<file path="src/rtl/router_1xn_core.sv">
// router_1xn_core: byte-serial packet router, one input, N_CH output FIFOs.
// Header {len, addr}, len payload bytes, then XOR parity over header+payload.
// Ports: clock, rst (sync, active-high); data_in/pkt_valid/busy/error on the
//   write side; read_enb/vld_out/data_out (channel i at [i*DATA_W +: DATA_W])
//   on the read side.
// Option: define ROUTER_SOFT_RST_EN to flush a channel FIFO after TIMEOUT
//   cycles of unread data; an in-flight packet to it is then dropped.
module router_1xn_core #(
    parameter int N_CH    = 3,
    parameter int DATA_W  = 8,
    parameter int DEPTH   = 16,
    parameter int TIMEOUT = 30
) (
    input  logic                     clock,
    input  logic                     rst,
    input  logic [DATA_W-1:0]        data_in,
    input  logic                     pkt_valid,
    output logic                     busy,
    output logic                     error,
    input  logic [N_CH-1:0]          read_enb,
    output logic [N_CH-1:0]          vld_out,
    output logic [N_CH*DATA_W-1:0]   data_out
);
    localparam int AW = $clog2(N_CH);
    localparam int LW = DATA_W - AW;
    localparam int PW = $clog2(DEPTH);
    localparam int CW = $clog2(DEPTH + 1);
    localparam logic [AW:0] NCH_V = (AW + 1)'(N_CH);

    localparam logic [2:0] S_IDLE   = 3'd0;
    localparam logic [2:0] S_LOAD   = 3'd1;
    localparam logic [2:0] S_PARITY = 3'd2;
    localparam logic [2:0] S_DROP   = 3'd3;
    localparam logic [2:0] S_CHECK  = 3'd4;

    logic [2:0]        state;
    logic [AW-1:0]     dest;
    logic [LW:0]       remain;
    logic [DATA_W-1:0] parity;
    logic              err_flag;

    logic [LW-1:0]     hdr_len;
    logic [AW-1:0]     hdr_addr;
    logic              addr_ok;
    logic [AW-1:0]     wr_ch;
    logic [N_CH-1:0]   full;
    logic [N_CH-1:0]   flush;
    logic              full_sel;
    logic              flush_dest;
    logic              accept;
    logic              wr_en;
    logic [LW:0]       drop_left;

    assign hdr_len  = data_in[DATA_W-1:AW];
    assign hdr_addr = data_in[AW-1:0];
    assign addr_ok  = {1'b0, hdr_addr} < NCH_V;
    assign wr_ch    = (state == S_IDLE) ? hdr_addr : dest;

    always_comb begin
        full_sel   = 1'b0;
        flush_dest = 1'b0;
        for (int i = 0; i < N_CH; i++) begin
            if (AW'(i) == wr_ch) full_sel = full[i];
            if (AW'(i) == dest)  flush_dest = flush[i];
        end
    end

    // Full is the pre-pop state: a pop in the same cycle never frees a slot.
    always_comb begin
        busy = 1'b0;
        case (state)
            S_CHECK:          busy = 1'b1;
            S_LOAD, S_PARITY: busy = full_sel;
            S_IDLE:           busy = pkt_valid && addr_ok && full_sel;
            default:          busy = 1'b0;
        endcase
    end

    assign accept = pkt_valid && !busy;
    assign wr_en  = accept && ((state == S_IDLE && addr_ok) ||
                               state == S_LOAD || state == S_PARITY);

    // Bytes still owed by the source when a flush aborts the current packet.
    always_comb begin
        drop_left = ((state == S_LOAD) ? remain + (LW + 1)'(1) : (LW + 1)'(1))
                    - (LW + 1)'(accept);
    end

    always_ff @(posedge clock) begin
        if (rst) begin
            state    <= S_IDLE;
            dest     <= '0;
            remain   <= '0;
            parity   <= '0;
            err_flag <= 1'b0;
            error    <= 1'b0;
        end else begin
            case (state)
                S_IDLE: if (accept) begin
                    error    <= 1'b0;
                    err_flag <= 1'b0;
                    parity   <= data_in;
                    if (addr_ok) begin
                        dest   <= hdr_addr;
                        remain <= {1'b0, hdr_len};
                        state  <= (hdr_len == '0) ? S_PARITY : S_LOAD;
                    end else begin
                        remain <= {1'b0, hdr_len} + (LW + 1)'(1);
                        state  <= S_DROP;
                    end
                end
                S_LOAD, S_PARITY: if (flush_dest) begin
                    err_flag <= 1'b1;
                    remain   <= drop_left;
                    state    <= (drop_left == '0) ? S_CHECK : S_DROP;
                end else if (accept) begin
                    if (state == S_LOAD) begin
                        parity <= parity ^ data_in;
                        remain <= remain - (LW + 1)'(1);
                        if (remain == (LW + 1)'(1)) state <= S_PARITY;
                    end else begin
                        err_flag <= (data_in != parity);
                        state    <= S_CHECK;
                    end
                end
                S_DROP: if (accept) begin
                    remain <= remain - (LW + 1)'(1);
                    if (remain == (LW + 1)'(1)) begin
                        err_flag <= 1'b1;
                        state    <= S_CHECK;
                    end
                end
                S_CHECK: begin
                    error <= err_flag;
                    state <= S_IDLE;
                end
                default: state <= S_IDLE;
            endcase
        end
    end

    for (genvar g = 0; g < N_CH; g++) begin : g_ch
        logic [DATA_W-1:0] mem [DEPTH];
        logic [PW-1:0]     wp;
        logic [PW-1:0]     rp;
        logic [CW-1:0]     cnt;
        logic [DATA_W-1:0] dout;
        logic              push;
        logic              pop;

        assign vld_out[g] = (cnt != '0);
        assign full[g]    = (cnt == CW'(DEPTH));
        assign push       = wr_en && (wr_ch == AW'(g)) && !flush[g];
        assign pop        = read_enb[g] && vld_out[g];
        assign data_out[g*DATA_W +: DATA_W] = dout;

`ifdef ROUTER_SOFT_RST_EN
        localparam int TW = $clog2(TIMEOUT + 1);
        logic [TW-1:0] tcnt;

        assign flush[g] = vld_out[g] && !read_enb[g] &&
                          (tcnt == TW'(TIMEOUT - 1));

        always_ff @(posedge clock) begin
            if (rst || !vld_out[g] || read_enb[g] || flush[g])
                tcnt <= '0;
            else
                tcnt <= tcnt + TW'(1);
        end
`else
        assign flush[g] = 1'b0;
`endif

        always_ff @(posedge clock) begin
            if (push) mem[wp] <= data_in;
        end

        always_ff @(posedge clock) begin
            if (rst) begin
                wp   <= '0;
                rp   <= '0;
                cnt  <= '0;
                dout <= '0;
            end else if (flush[g]) begin
                wp  <= '0;
                rp  <= '0;
                cnt <= '0;
            end else begin
                if (push) wp <= wp + PW'(1);
                if (pop) begin
                    dout <= mem[rp];
                    rp   <= rp + PW'(1);
                end
                case ({push, pop})
                    2'b10:   cnt <= cnt + CW'(1);
                    2'b01:   cnt <= cnt - CW'(1);
                    default: cnt <= cnt;
                endcase
            end
        end
    end
endmodule

</file>
<file path="config.mk">
export PLATFORM = sky130hd
export DESIGN_NAME = router_1xn_core
export DESIGN_NICKNAME = d
export VERILOG_FILES = /design/src/rtl/router_1xn_core.sv
export SDC_FILE = /design/constraint.sdc
export NUM_CORES = 1
export LEC_CHECK = 0
export ABC_AREA = 1
export CAP_MARGIN = 20
export CORE_ASPECT_RATIO = 1.25
export CORE_MARGIN = 2
export CORE_UTILIZATION = 60
export DETAILED_ROUTE_END_ITERATION = 10
export PLACE_DENSITY = 0.77
export RECOVER_POWER = 25
export SETUP_SLACK_MARGIN = 0.2
export SLEW_MARGIN = 20
export SYNTH_ARGS = -nofsm -noshare
export SYNTH_HDL_FRONTEND = slang
export SYNTH_SLANG_ARGS = --single-unit
</file>
<file path="constraint.sdc">
create_clock -name clock -period 6.3 [get_ports clock]
set_input_delay 1.26 -clock clock [delete_from_list [all_inputs] [get_ports clock]]
set_output_delay 1.26 -clock clock [all_outputs]
set_load 0.01 [all_outputs]
</file>
# ---- Word-level counts from Yosys, hierarchy flattened
# Memories as Yosys holds them, arrays and structs flattened. A register that Yosys moved wholly into a read port is not among the register bits.
# Index checks and enable logic that the tools add are counted.
# Widths: inputs -> output; s select.
dict set report word_totals {
  out_inout_bits 29
  ff_bits 61
  ramBits 384
  elab_cells 133
  mem_count 3
}
dict set report op_classes {
  n_lt_le_gt_ge 1
  n_reduce_logical 33
  bitwise 1
  muxes 40
  eq_ne 26
  add_sub_neg 14
}
# name words word_bits read_ports rd_clocked_by_memory_dff wr line_no
set memory_table {}
lappend memory_table {{g_ch[0].mem} 16 8 1 1 1 143} ;# logic [DATA_W-1:0] mem [DEPTH];
lappend memory_table {{g_ch[1].mem} 16 8 1 1 1 143}
lappend memory_table {{g_ch[2].mem} 16 8 1 1 1 143}
# cell count
set ops {}
lappend ops {{$mux 7} 5}
lappend ops {{$pmux 5 s2} 3}
lappend ops {{$add 4x1->4 const B} 6}
lappend ops {{$mux 8} 3}
lappend ops {{$pmux 7 s3} 1}
lappend ops {{$mux 3} 6}
lappend ops {{$pmux 8 s2} 1}
lappend ops {{$add 5x1->5 const B} 3}
lappend ops {{$eq 5x5->1 const B} 3}
lappend ops {{$reduce_bool 5->1} 3}
lappend ops {{$sub 5x1->5 const B} 3}
lappend ops {{$mux 1} 14}
lappend ops {{$ne 2x2->1 const B} 6}
lappend ops {{$logic_and 1x1->1} 11}
lappend ops {{$reduce_and 5->1} 2}
lappend ops {{$reduce_bool 2->1} 5}
lappend ops {{$pmux 3 s3} 1}
lappend ops {{$eq 2x1->1 const B} 4}
lappend ops {{$eq 2x2->1 const B} 4}
lappend ops {{$ne 8x8->1} 1}
lappend ops {{$xor 8x8->8} 1}
lappend ops {{$add 6x1->7 const B} 1}
lappend ops {{$eq 7x1->1 const B} 1}
lappend ops {{$sub 7x1->7 const B} 1}
lappend ops {{other kinds (21)} 26}

# ---- Logic depth before layout (Yosys ltp)
dict set report logic_depth {
  ltp_word 14
  mapped_depth 21
  ltp_nobuf 21
}

# ---- Worst setup path before layout
# Ideal clock, no wire load.
dict set report synth_path {
  kind {in2reg}
  startpoint {input port data_in[0]}
  endpoint {register g_ch[2].cnt[4]}
  required_time_ps 6229
  n_path_buf 0
  arrival_time_ps 3723
  stages 18
  setup_slack_ps 2507
  path_cell_list {nand2_1 -> clkinv_1 -> nor2_1 -> inv_1 -> nand2_1 -> nand4_4 -> nor2_8 -> inv_2 -> ha_1 -> xor2_1 -> ha_1 -> a21o_1 -> nand2_1 -> nand2_1 -> a21oi_1 -> xor2_1 -> nand2_1 -> a21oi_1}
}
dict set report synth_via {
  elab_chain_cells 13
}
# element line_no
set synth_rtl {}
lappend synth_rtl {{start, declared} 16} ;# input logic [DATA_W-1:0] data_in,
lappend synth_rtl {{$mux 2} 57} ;# assign wr_ch = (state == S_IDLE) ? hdr_addr : dest;
lappend synth_rtl {{$logic_not 2->1} 63} ;# if (AW'(i) == wr_ch) full_sel = full[i];
lappend synth_rtl {{$mux 1 (3 in series)} 63}
lappend synth_rtl {{$logic_and 1x1->1} 74} ;# S_IDLE: busy = pkt_valid && addr_ok && full_sel;
lappend synth_rtl {{$pmux 1 s3} 71} ;# case (state)
lappend synth_rtl {{$logic_not 1->1} 79} ;# assign accept = pkt_valid && !busy;
lappend synth_rtl {{$logic_and 1x1->1} 79}
lappend synth_rtl {{$logic_and 1x1->1} 80} ;# assign wr_en = accept && ((state == S_IDLE && addr_ok) ||
lappend synth_rtl {{$logic_and 1x1->1 (*)} 153} ;# assign push = wr_en && (wr_ch == AW'(g)) && !flush[g];
lappend synth_rtl {{$eq 2x1->1 / $eq 2x2->1 (equally long branches)} 194} ;# case ({push, pop})
lappend synth_rtl {{$pmux 5 s2 / $reduce_bool 2->1 (equally long branches)} n/a}
lappend synth_rtl {{end signal, assigned} 195} ;# 2'b10: cnt <= cnt + CW'(1);
lappend synth_rtl {{end signal, assigned} 196} ;# 2'b01: cnt <= cnt - CW'(1);
lappend synth_rtl {{end signal, assigned} 197} ;# default: cnt <= cnt;
lappend synth_rtl {{end, declared} 146} ;# logic [CW-1:0] cnt;
# Mark *: on every way between the ends. The rest lies on a longest branch, timed or not.
# A chain may end at the register's enable or synchronous reset.

# ---- Worst setup path after layout
dict set report layout_path {
  startpoint {input port data_in[1]}
  endpoint {output port busy}
}
dict set report layout_via {
  elab_chain_cells 7
}
# element line_no
set layout_rtl {}
lappend layout_rtl {{$mux 2} 57}
lappend layout_rtl {{$logic_not 2->1} 63}
lappend layout_rtl {{$mux 1 (3 in series)} 63}
lappend layout_rtl {{$logic_and 1x1->1} 74}
lappend layout_rtl {{$pmux 1 s3 (*)} 71}
lappend layout_rtl {{end, declared} 18} ;# output logic busy,
# Marks and branches as above.

==> results.sh <==
export IMPL_start_util_pct=60.68
export IMPL_max_slew_margin_pct=-86.27
export IMPL_pwr_share_comb_pct=28.3
export IMPL_firstDrtPassIters=7
export IMPL_synth_async_reset_ratio_pct=0
export IMPL_grt_ovfl_total=0
export IMPL_synth_area_mm2=0.01978
export IMPL_finalWeightedCongestion=0.8595
export IMPL_grt_pass1_vias=13110
export IMPL_cpPeakStageDelay_ns=0.80
export IMPL_rsz0062_at_grt="false"
export IMPL_cts_tree="yes"
export IMPL_rows=74
export IMPL_placed_cell_area_mm2=0.02046
export IMPL_clock_latency_ns=0.57
export IMPL_cpMostUsedCell="nand2_1"
export IMPL_worstHoldStart="g_ch[1].cnt[4]"
export IMPL_cts_resized_gates=0
export IMPL_port_buffer_count=42
export IMPL_status="finished with violations"
export IMPL_grtUsageMet1_pct=33.74
export IMPL_min_to="g_ch[1].cnt[4]"
export IMPL_wl_per_cell_um=20.37
export IMPL_core_mm2=0.03259
export IMPL_synth_top_area_share_pct=58.31
export IMPL_clock_fmax_mhz=194.8
export IMPL_p_seq_share_pct=41.9
export IMPL_worst_setup_path_end_kind="primary output"
export IMPL_timing_hold_ws_ns=0.4750
export IMPL_ctsHoldBuffers=0
export IMPL_period_share_pct=81.50
export IMPL_final_common_cell="edfxtp_1"
export IMPL_htree_levels=2
export IMPL_ir_drop_v=0.0004670
export IMPL_ff2ff_path_depth=19
export IMPL_grt_max_degree=68
export IMPL_final_util_pct=67.09
export IMPL_violations="max-capacitance violations, max-slew violations"
export IMPL_cts_max_path_buffers=3
export IMPL_final_cell_mix="384 x edfxtp_1, 328 x nor2_1, 236 x o21ai_0, 106 x inv_1, 97 x nand2_1"
export IMPL_areaGrowthSynthToFinish_pct=10.57
export IMPL_ys_types=38
export IMPL_ios=43
export IMPL_seq_area_frac_synth_pct=66.92
export IMPL_antenna_cells=0
export IMPL_reg2reg_from="state[0]"
export IMPL_ys_flop_type="edfxtp_1"
export IMPL_vias=13380
export IMPL_clock_skew_ns=0.02399
export IMPL_reg2reg_slack_ns=2.52
export IMPL_holdPathStages=1
export IMPL_syn_inst=1732
export IMPL_yosysTopAreaCell="edfxtp_1"
export IMPL_root_buffer="clkbuf_16"
export IMPL_synth_edf_count=384
export IMPL_power_density_mw_per_mm2=403.1
export IMPL_fp_dieArea_mm2=0.03444
export IMPL_hold_class="flip-flop to flip-flop"
export IMPL_yosysWarnings=0
export IMPL_dr_first_iter_drc_count=1562
export IMPL_drv_cap=5
export IMPL_ant_nets=0
export IMPL_finalWirelength_mm=44.77
export IMPL_cts_buffers=44
export IMPL_drv_slew=271
export IMPL_swShare_pct=33.16
export IMPL_dp_hpwl_mm=25.95
export IMPL_post_route_min_period_ns=5.135
export IMPL_fin_nets=1791
export IMPL_ys_ff_latch=469
export IMPL_syn_nets=1779
export IMPL_path_clk_slew_ns=0.06
export IMPL_drive_gt1_share_pct=6.966
export IMPL_cp_arrival_ns=3.87
export IMPL_post_cts_setup_buffers=0
export IMPL_p_switching_mw=2.923
export IMPL_path_cells="clkbuf_1 -> nand2_1 -> clkinv_1 -> nor2_1 -> nand2_1 -> nand2_1 -> nand2_1 -> inv_2 -> a21oi_2 -> inv_1 -> clkdlybuf4s50_1"
export IMPL_path_max_fanout=26
export IMPL_p_int_mw=5.891
export IMPL_r2r_end="g_ch[2].cnt[4]"
export IMPL_synth_avg_cell_area_um2=11.42
export IMPL_grt_use_met2_pct=44.55
export IMPL_power_frac_clock_pct=29.8
export IMPL_antenna_found_initial=0
export IMPL_grt_use_total_pct=25.99
export IMPL_worst_slew_pin_slew_ns=2.794
export IMPL_cp_slowest_cell="clkbuf_1"
export IMPL_drt_vias_per_instance=6.087
export IMPL_cp_start_kind="input port"
export IMPL_setup_worst_path_class="input port to primary output"
export IMPL_grt_pass1_wl_mm=70.35
export IMPL_synth_top_cells_by_area="edfxtp_1 58%, dfxtp_1 8.6%, nor2_1 6.2%"
export IMPL_grt_util_met3_pct=3.680
export IMPL_numClockSinks=469
export IMPL_busiest_layer="met2"
export IMPL_p_leak_nw=7.726
export IMPL_fin_area_mm2=0.02186
export IMPL_drc=0
export IMPL_die_x_um=166.4
export IMPL_finalHoldViolCount=0
export IMPL_cp_data_required_time_ns=5.04
export IMPL_die_y_um=207.0
export IMPL_finalSetupViolCount=0
export IMPL_tns_ns=0
==> final cells by class <==
cell class,count,area (µm²)
multi-input cells,1051,5742
inverters,119,446.7
clock buffers,63,1245
flip-flops and latches,469,13240
well taps,418,523.0
fillers,2381,10730
clock inverters,19,177.7
repair buffers,59,491.7
==> critical path: cells and delay by family <==
| kind | cells | cell delay (ns) |
|---|---|---|
| AND/OR/NAND/NOR | 5 | 0.74 |
| buffers and inverters | 5 | 1.60 |
| AO/OA/AOI/OAI | 1 | 0.25 |
==> routing by layer <==
layer,share of wire [%],wire (µm)
met1,41,18140
met2,50,22220
met3,6.4,2865
met4,3.4,1539
met5,0,0
==> power by group through the flow <==
stage / logic [mW] / clock network (mW) / registers (mW)
3_5_place_dp: 2.46 / 0 / 3.75
6_report: 2.50 / 2.62 / 3.69
2_1_floorplan: 1.69 / 0 / 3.76
3_3_place_gp: 2.37 / 0 / 3.74
4_1_cts: 2.48 / 2.64 / 3.69
5_1_grt: 2.78 / 2.74 / 3.71
==> how the worst max path moves through the flow <==
stage / start / to / slack, ns
6_report: data_in[1] / busy / 1.17
5_1_grt: data_in[1] / busy / 0.91
4_1_cts: data_in[1] / busy / 1.71
3_5_place_dp: data_in[1] / g_ch[2].cnt[4] / 1.49
3_3_place_gp: data_in[1] / g_ch[2].cnt[4] / 1.67
2_1_floorplan: data_in[0] / g_ch[2].cnt[4] / 2.51
==> kinds of logic after synthesis <==
family,after synthesis,share of synthesized area [%]
AO/OA/AOI/OAI,448,13.63
XOR/XNOR,28,1.240
adder cells (fa/ha/maj),33,2.164
buffers and inverters,212,4.049
flip-flops,469,66.92
AND/OR/NAND/NOR,542,12.00
==> cells in the mapped netlist, types with 3 or more instances <==
cell type and number:
o21ai_0 236, o22ai_1 31, o21ai_1 8, nor2_2 3, nor3_1 4, o221ai_1 66, nand2_4 14, a31oi_1 4
inv_2 8, o211ai_1 55, nand2_1 97, nand4_1 10, clkinv_1 4, inv_1 107, xnor2_1 10, xor2_1 18
nand3_2 3, nand2_2 3, edfxtp_1 384, buf_2 4, dfxtp_1 85, a21oi_1 40, nand3_1 74, ha_1 31
clkbuf_1 88, nor2_8 3, nor2_1 328
==> metrics by stage <==
stage / power (mW) / std cells / setup slack, ns
finish: 8.814 / 2198 / 1.165
detailed placement: 6.205 / 2116 / 1.491
CTS: 8.805 / 2198 / 1.711
global placement: 6.112 / 2116 / 1.673
floorplan: 5.447 / 1732 / 2.507
global route: 9.237 / 2198 / 0.9124
==> state kept, by name, indices dropped and copies added, names as in the netlist <==
name       flops
parity         8
g_ch.dout     24
g_ch.rp       12
state          3
err_flag       1
remain         7
g_ch.wp       12
error          1
g_ch.mem     384
dest           2
g_ch.cnt      15
Power figures use the tool's default switching activity.
